===== src/rtl/warn_pkg.sv =====
`default_nettype none
// ============================================================================
//  Module      : warn_pkg
//  Description : Shared types and constants for the vehicle warning
//                controller: chime FSM states, default priority-1 mask and
//                symbolic fault channel indices.
//  Revision    : 1.0 - initial release
// ============================================================================
package warn_pkg;

   // Chime pattern controller states
   typedef enum logic [1:0] {
      ST_IDLE  = 2'd0,
      ST_ON    = 2'd1,
      ST_OFF   = 2'd2,
      ST_SOLID = 2'd3
   } chime_state_t;

   // Default channel count and priority split (channels 5..7 latch and block start)
   localparam int         c_N_CH_DEFAULT    = 8;
   localparam logic [7:0] c_P1_MASK_DEFAULT = 8'b1110_0000;

   // Fault channel indices on the fault_raw / warn buses
   localparam int c_SEATBELT = 0;
   localparam int c_DOOR     = 1;
   localparam int c_HOOD     = 2;
   localparam int c_TRUNK    = 3;
   localparam int c_PASS_SB  = 4;
   localparam int c_BATTERY  = 5;
   localparam int c_AIRBAG   = 6;
   localparam int c_TEMP     = 7;

endpackage : warn_pkg
`default_nettype wire


===== src/rtl/warn_debounce.sv =====
`default_nettype none
// ============================================================================
//  Module      : warn_debounce
//  Description : Single-channel fault debouncer. The filtered output flips only
//                after the raw input has disagreed with it for DEB_CYC
//                consecutive cycles; shorter disagreements are discarded.
//  Revision    : 1.0 - initial release
// ============================================================================
module warn_debounce
   import warn_pkg::*;
#(
   parameter int DEB_CYC = 4,
   parameter int DEB_W   = 4
)(
   input  logic clk,
   input  logic rst,
   input  logic i_raw,
   output logic o_deb
);

   // Count value on which the filtered output toggles
   localparam logic [DEB_W-1:0] c_LAST = DEB_W'(DEB_CYC - 1);

   logic [DEB_W-1:0] r_cnt;
   logic             r_deb;

   // Disagreement counter and filtered value; agreement restarts the count
   always_ff @(posedge clk) begin
      if (rst) begin
         r_cnt <= '0;
         r_deb <= 1'b0;
      end else if (i_raw == r_deb) begin
         r_cnt <= '0;
      end else if (r_cnt == c_LAST) begin
         r_deb <= ~r_deb;
         r_cnt <= '0;
      end else begin
         r_cnt <= r_cnt + 1'b1;
      end
   end

   assign o_deb = r_deb;

endmodule : warn_debounce
`default_nettype wire


===== src/rtl/vehicle_warn_ctrl.sv =====
`default_nettype none
// ============================================================================
//  Module      : vehicle_warn_ctrl
//  Description : Debounces N_CH raw fault inputs, latches priority-1 faults
//                until acknowledged, follows priority-2 faults, and drives a
//                timed chime pattern plus a registered ignition start-permit.
//  Revision    : 1.0 - initial release
// ============================================================================
module vehicle_warn_ctrl
   import warn_pkg::*;
#(
   parameter int              N_CH      = c_N_CH_DEFAULT,
   parameter int              DEB_CYC   = 4,
   parameter int              DEB_W     = 4,
   parameter int              CHIME_ON  = 3,
   parameter int              CHIME_OFF = 2,
   parameter logic [N_CH-1:0] P1_MASK   = N_CH'(c_P1_MASK_DEFAULT)
)(
   input  logic            clk,
   input  logic            rst,
   input  logic [N_CH-1:0] i_fault_raw,
   input  logic            i_key,
   input  logic            i_srv,
   input  logic            i_ack,
   output logic [N_CH-1:0] o_warn,
   output logic            o_warn_pri1,
   output logic            o_warn_pri2,
   output logic            o_chime,
   output logic            o_start_permit
);

   // Phase counter must hold the longer of the two pattern half-periods
   localparam int c_PH_MAX = (CHIME_ON > CHIME_OFF) ? CHIME_ON : CHIME_OFF;
   localparam int c_PH_W   = $clog2(c_PH_MAX + 1);

   localparam logic [c_PH_W-1:0] c_ON_LAST  = c_PH_W'(CHIME_ON - 1);
   localparam logic [c_PH_W-1:0] c_OFF_LAST = c_PH_W'(CHIME_OFF - 1);

   logic [N_CH-1:0]   w_deb;
   logic [N_CH-1:0]   r_warn;
   logic              w_pri1;
   logic              w_pri2;
   logic              w_solid_req;
   logic              r_start_permit;

   chime_state_t      r_state;
   chime_state_t      w_state_nxt;
   logic [c_PH_W-1:0] r_phase;
   logic [c_PH_W-1:0] w_phase_nxt;

   // ------------------------------------------------------------------------
   // Per-channel debounce filters
   // ------------------------------------------------------------------------
   for (genvar gi = 0; gi < N_CH; gi++) begin : g_deb
      warn_debounce #(
         .DEB_CYC (DEB_CYC),
         .DEB_W   (DEB_W)
      ) u_deb (
         .clk   (clk),
         .rst   (rst),
         .i_raw (i_fault_raw[gi]),
         .o_deb (w_deb[gi])
      );
   end

   // ------------------------------------------------------------------------
   // Warning register: P2 channels follow the filter, P1 channels latch.
   // A P1 bit is cleared only once its filtered fault has gone and ack is
   // high; a still-present fault re-sets it, so set wins over clear.
   // ------------------------------------------------------------------------
   // Warning bits updated from the filtered faults and acknowledge
   always_ff @(posedge clk) begin
      if (rst) begin
         r_warn <= '0;
      end else begin
         r_warn <= (w_deb & ~P1_MASK)
                 | (P1_MASK & (w_deb | (r_warn & {N_CH{~i_ack}})));
      end
   end

   assign w_pri1      = |(r_warn &  P1_MASK);
   assign w_pri2      = |(r_warn & ~P1_MASK);
   assign w_solid_req = w_pri1 & ~i_srv;

   // ------------------------------------------------------------------------
   // Start permit: service mode overrides the P1 start block only
   // ------------------------------------------------------------------------
   // Registered ignition enable
   always_ff @(posedge clk) begin
      if (rst) begin
         r_start_permit <= 1'b0;
      end else begin
         r_start_permit <= i_key & (~w_pri1 | i_srv);
      end
   end

   // ------------------------------------------------------------------------
   // Chime FSM
   // ------------------------------------------------------------------------
   // State and phase counter registers
   always_ff @(posedge clk) begin
      if (rst) begin
         r_state <= ST_IDLE;
         r_phase <= '0;
      end else begin
         r_state <= w_state_nxt;
         r_phase <= w_phase_nxt;
      end
   end

   // Next-state logic; phase restarts from 0 on every state change
   always_comb begin
      w_state_nxt = r_state;
      w_phase_nxt = '0;
      if (!i_key) begin
         w_state_nxt = ST_IDLE;
      end else begin
         case (r_state)
            ST_IDLE: begin
               if (w_solid_req) begin
                  w_state_nxt = ST_SOLID;
               end else if (w_pri2) begin
                  w_state_nxt = ST_ON;
               end
            end
            ST_ON: begin
               if (w_solid_req) begin
                  w_state_nxt = ST_SOLID;
               end else if (!w_pri2) begin
                  w_state_nxt = ST_IDLE;
               end else if (r_phase == c_ON_LAST) begin
                  w_state_nxt = ST_OFF;
               end else begin
                  w_phase_nxt = r_phase + 1'b1;
               end
            end
            ST_OFF: begin
               if (w_solid_req) begin
                  w_state_nxt = ST_SOLID;
               end else if (!w_pri2) begin
                  w_state_nxt = ST_IDLE;
               end else if (r_phase == c_OFF_LAST) begin
                  w_state_nxt = ST_ON;
               end else begin
                  w_phase_nxt = r_phase + 1'b1;
               end
            end
            ST_SOLID: begin
               if (!w_solid_req) begin
                  w_state_nxt = w_pri2 ? ST_ON : ST_IDLE;
               end
            end
            default: begin
               w_state_nxt = ST_IDLE;
            end
         endcase
      end
   end

   // ------------------------------------------------------------------------
   // Outputs (chime is Moore, decoded from the state register)
   // ------------------------------------------------------------------------
   assign o_warn         = r_warn;
   assign o_warn_pri1    = w_pri1;
   assign o_warn_pri2    = w_pri2;
   assign o_chime        = (r_state == ST_ON) | (r_state == ST_SOLID);
   assign o_start_permit = r_start_permit;

endmodule : vehicle_warn_ctrl
`default_nettype wire


===== config.mk =====
export PLATFORM = sky130hd
export DESIGN_NAME = vehicle_warn_ctrl
export DESIGN_NICKNAME = d
export VERILOG_FILES = /design/src/rtl/warn_pkg.sv /design/src/rtl/warn_debounce.sv /design/src/rtl/vehicle_warn_ctrl.sv
export SDC_FILE = /design/constraint.sdc
export NUM_CORES = 1
export LEC_CHECK = 0
export ABC_CLOCK_PERIOD_IN_PS = 5000
export CAP_MARGIN = 20
export CORE_MARGIN = 2
export CORE_UTILIZATION = 59
export CTS_CLUSTER_DIAMETER = 200
export DETAILED_ROUTE_END_ITERATION = 6
export PLACE_DENSITY = 0.91
export SETUP_SLACK_MARGIN = 0.15
export SYNTH_ARGS = -nofsm -noshare
export SYNTH_HDL_FRONTEND = slang
export SYNTH_HIERARCHICAL = 1
export SYNTH_SLANG_ARGS = --single-unit

===== constraint.sdc =====
create_clock -name clk -period 5 [get_ports clk]
set_input_delay 1 -clock clk [delete_from_list [all_inputs] [get_ports clk]]
set_output_delay 1 -clock clk [all_outputs]
set_load 0.01 [all_outputs]

; ---- Yosys cells after proc, flatten, opt, wreduce, memory -nomap -nowiden
; Index checks and enable logic that the tools add are counted.
; W data, S select, Z words.
[classes]
addsub = 9
eq_ne = 25
muxes = 18
bitwise = 27
n_reduce_logical = 21
[op_table]
columns = op, n
row1 = $add A4 B1 Y4 const B, 8
row2 = $eq A4 B2 Y1 const B, 8
row3 = $mux W2, 15
row4 = $reduce_or A3 Y1, 9
row5 = $not A1 Y1, 20
row6 = $reduce_and A2 Y1, 8
row7 = $and A8 B8 Y8, 1
row8 = $eq A1 B1 Y1, 8
row9 = $ne A4 B4 Y1 const B, 2
row10 = $or A5 B8 Y8, 1
row11 = $or A8 B8 Y8, 1
row12 = $pmux W2 S4, 1
row13 = $eq A2 B2 Y1 const B, 3
row14 = $reduce_or A5 Y1, 1
row15 = $eq A2 B1 Y1 const B, 2
row16 = $pmux W2 S2, 1
row17 = $reduce_and A4 Y1, 1
row18 = $ne A3 B3 Y1 const B, 1
row19 = $add A2 B1 Y2 const B, 1
row20 = $and A1 B1 Y1, 2
row21 = $logic_not A2 Y1, 1
row22 = $ne A2 B2 Y1 const B, 1
row23 = $or A1 B1 Y1, 2
row24 = $reduce_or A2 Y1, 1
row25 = $mux W1, 1
[word_totals]
register_bits = 53
input_bits = 13
out_inout_bits = 12
word_cells = 120

; ---- Longest topological paths before layout
[depth]
depth_word = 5
ltp_mapped = 6
mapped_depth_nobuf = 6

; ---- Modules after synthesis
; Netlist, hierarchy kept.
[modules_own_cells]
columns = module, n_inst, cells_each, area_each_um2, seq_area_each_um2
row1 = warn_debounce, 8, 19, 195.2, 100.1
row2 = vehicle_warn_ctrl, 1, 66, 595.6, 260.2

; ---- Worst setup path before layout
; OpenSTA, ideal clock, no wires.
[synth_path]
path_kind = register to output
startpoint = reg r_state[1]
endpoint = out o_chime
t_arrival_ps = 964
t_required_ps = 4000
slack_ps = 3036
path_stages_with_launch = 4
n_path_buf = 0
cell_sequence = dfxtp_1 > inv_1 > ha_1 > or2_2
[synth_via]
elab_chain_cells = 2
elab_cells_between_ends = 3
classes_between = eq/ne (2) / bitwise (1)
[synth_rtl]
columns = item, line_no
row1 = start: declaration, vehicle_warn_ctrl.sv:46  ; chime_state_t r_state;
row2 = start signal: assignment, vehicle_warn_ctrl.sv:106  ; r_state <= w_state_nxt;
row3 = $eq A2 B1 Y1 or $eq A2 B2 Y1 (tied branches), vehicle_warn_ctrl.sv:166  ; assign o_chime = (r_state == ST_ON) | (r_state == ST_SOLID);
row4 = $or A1 B1 Y1 (*), vehicle_warn_ctrl.sv:166
row5 = end: declaration, vehicle_warn_ctrl.sv:28  ; output logic o_chime,
; Mark *: on every way between the ends. The rest lies on a longest branch, timed or not.

; ---- Worst setup path in the final report
; Same ends and word-level chain as after synthesis.

==> flow_summary.json <==
{
  "status": "completed",
  "ys_seq_area_share_pct": 49.2,
  "synthArstFlopShare_pct": 0,
  "p_leak_nw": 1.00,
  "met3_length_um": 129,
  "critPathRequiredTime_ns": 4.00,
  "grt.total_usage_pct": 19.0,
  "setup_tns_ns": 0,
  "peakVddDrop_v": 0.000200,
  "fin_crit_ns": 2.93,
  "crit_path_end_kind": "primary output",
  "cts_resized": 0,
  "port_buffers": 24,
  "ys_ff_latch": 53,
  "setup.worst_path.class": "register to primary output",
  "cts_buffers": 5,
  "cts-htree-levels": 2,
  "dr.pass1.iters": 4,
  "m1WireLength_mm": 1.54,
  "yosys-top-cells-count": "dfxtp_1 (53), nor2_1 (49), xnor2_1 (16)",
  "timing.rr.start": "r_state[1]",
  "io_pins": 25,
  "grt_first_pass_wirelength_mm": 6.00,
  "synth_area_leaders": "dfxtp_1 (49%), nor2_1 (8.5%), ha_1 (7.5%), xnor2_1 (6.5%), or3_4 (4.2%)",
  "initial_core_util_pct": 63.2,
  "diodes": 0,
  "finalCritPeriodShare_pct": 58.5,
  "clockRootBuffer": "clkbuf_4",
  "dieArea_mm2": 0.00416,
  "vias_per_cell": 5.06,
  "hold_path.class": "register to register",
  "synth_top_area_share_pct": 49.2,
  "post_cts_buffers": 0,
  "cts_tree": "done",
  "synth_edf_count": 0,
  "dpl_cell_area_mm2": 0.00245,
  "drc_errors": 0,
  "fin_area_mm2": 0.00256,
  "wire_per_inst_um": 11.7,
  "arrival_ns": 1.93,
  "dr_wl_met2_mm": 1.73,
  "ant_nets": 0,
  "layout.nets": 275,
  "drv_cap": 0,
  "insertion_delay_ns": 0.36,
  "final-hold-violation-count": 0,
  "n_fill_cell": 261,
  "die_x_um": 64.5,
  "tightest_slew_ns": 0.864,
  "place_hpwl_mm": 2.57,
  "synth_ff_type": "dfxtp_1",
  "total_power_mw": 0.771,
  "postSynthAreaPerCell_um2": 9.89,
  "ys_types": 29,
  "top_layer": "met4",
  "antenna_found_initial": 0,
  "skew_ns": 0.00867,
  "gpl.final_weighted_congestion": 0.870,
  "synth_warnings": 6,
  "vias": 1498,
  "cts.path.max_buffers": 2,
  "max_slew_margin_pct": 42.2,
  "cp-startpoint": "r_state[1]",
  "final_layout_size_suffix_gt1_share_pct": 8.00,
  "syn_area_mm2": 0.00216,
  "synthCells": 218,
  "syn2layout_area_growth_pct": 18.6,
  "cts_sinks": 53,
  "holdBufCountCts": 0,
  "power_density_mw_per_mm2": 302,
  "worstPathMaxFanout": 6,
  "min-delay-start": "g_deb[0].u_deb/r_cnt[0]",
  "drt_iter0_drc": 51,
  "yosysTopAreaCell": "dfxtp_1",
  "rsz0062_at_grt": "no",
  "clkTransAtPathRegs_ns": 0.14,
  "syn_nets": 244,
  "grt_max_degree": 26,
  "yosysMostFrequentCell": "dfxtp_1",
  "overflow": 0,
  "fmax_mhz": 342,
  "setup_violations": 0,
  "row_count": 21,
  "grt_pass1_vias": 1428,
  "core_mm2": 0.00342,
  "die_h_um": 64.5,
  "whs_ns": 0.453,
  "drt-total-wl_mm": 3.46,
  "cp-start-kind": "register",
  "drv_slew": 0
}
[cells by family (layout without fill, tap and decap cells)]
| family | count (synthesis) | count (layout) | synth area share, % |
|---|---|---|---|
| AOI/OAI and AO/OA | 14 | 14 | 4.35 |
| xor gates and xnor gates | 24 | 24 | 9.74 |
| adders and majority gates | 13 | 13 | 7.54 |
| buffers and inverters | 12 | 44 | 2.09 |
| DFF | 53 | 53 | 49.2 |
| muxes | 8 | 8 | 3.71 |
| and+or+nand+nor | 94 | 94 | 23.4 |
[report_power, final]
group / switching, mW / leakage, nW / internal (mW) / total, mW
Combinational: 0.0242 / 0.517 / 0.0287 / 0.0529
Clock: 0.126 / 0.0552 / 0.155 / 0.281
Sequential: 0.00607 / 0.430 / 0.431 / 0.437
Total: 0.157 / 1.00 / 0.615 / 0.771
[final cells by class]
type | count | area (µm²) | share of cell area, %
Timing Repair Buffer | 24 | 240 | 9.39
Sequential cell | 53 | 1060 | 41.5
Multi-Input combinational cell | 153 | 1050 | 41.1
Clock buffer | 5 | 37.5 | 1.47
Tap cell | 46 | 57.6 | 2.25
Inverter | 12 | 45.0 | 1.76
Clock inverter | 3 | 65.1 | 2.54
[metal layers]
metal  global-route usage, %  up-vias
li1                        -      783
met1                    21.6      690
met2                    33.3       20
met3                    4.51        5
met4                    9.57        0
met5                       0        -
[state kept, by name (all words and copies together), names as in the netlist]
signal	cells
r_state	2
o_warn	8
g_deb.u_deb/o_deb	8
r_phase	2
g_deb.u_deb/r_cnt	32
o_start_permit	1
[through the flow]
step / setup slack, ns / utilization, % / std cells
finish: 2.07 / 74.9 / 296
floorplan: 3.04 / - / 218
CTS: 2.05 / 74.9 / 296
global placement: 2.32 / 71.9 / 288
global route: 2.00 / 74.9 / 296
detailed placement: 2.24 / 71.9 / 288
[cells in the final DEF, fill, tap and decap left out, types with 2 or more instances in the layout]
cell / netlist / layout
or3_4: 8 / 8
nor3b_1: 8 / 8
mux2i_1: 8 / 8
nand3_1: 9 / 9
nor2_1: 49 / 49
or2_2: 2 / 2
o31ai_1: 2 / 2
a21oi_1: 6 / 6
nand2_1: 2 / 2
inv_1: 12 / 12
clkbuf_4: 0 / 5
xnor2_1: 16 / 16
xor2_1: 8 / 8
ha_1: 13 / 13
nor2b_1: 7 / 7
bufinv_16: 0 / 2
clkdlybuf4s50_1: 0 / 24
dfxtp_1: 53 / 53
nor3_1: 2 / 2
[final timing paths]
kind	end	slack [ns]	cells past startpoint
setup reg to reg	r_state[0]	3.14	6
setup / recovery	o_chime	2.07	4
hold / removal	g_deb[0].u_deb/r_cnt[0]	0.45	1
hold reg to reg	g_deb[0].u_deb/r_cnt[0]	0.45	1
[critical path, stage by stage (launching register included)]
cell and delay (ns):
dfxtp_1 0.42, inv_1 0.10, ha_1 0.25, or2_2 0.31, clkdlybuf4s50_1 0.48
Power figures use the tool's default switching activity.
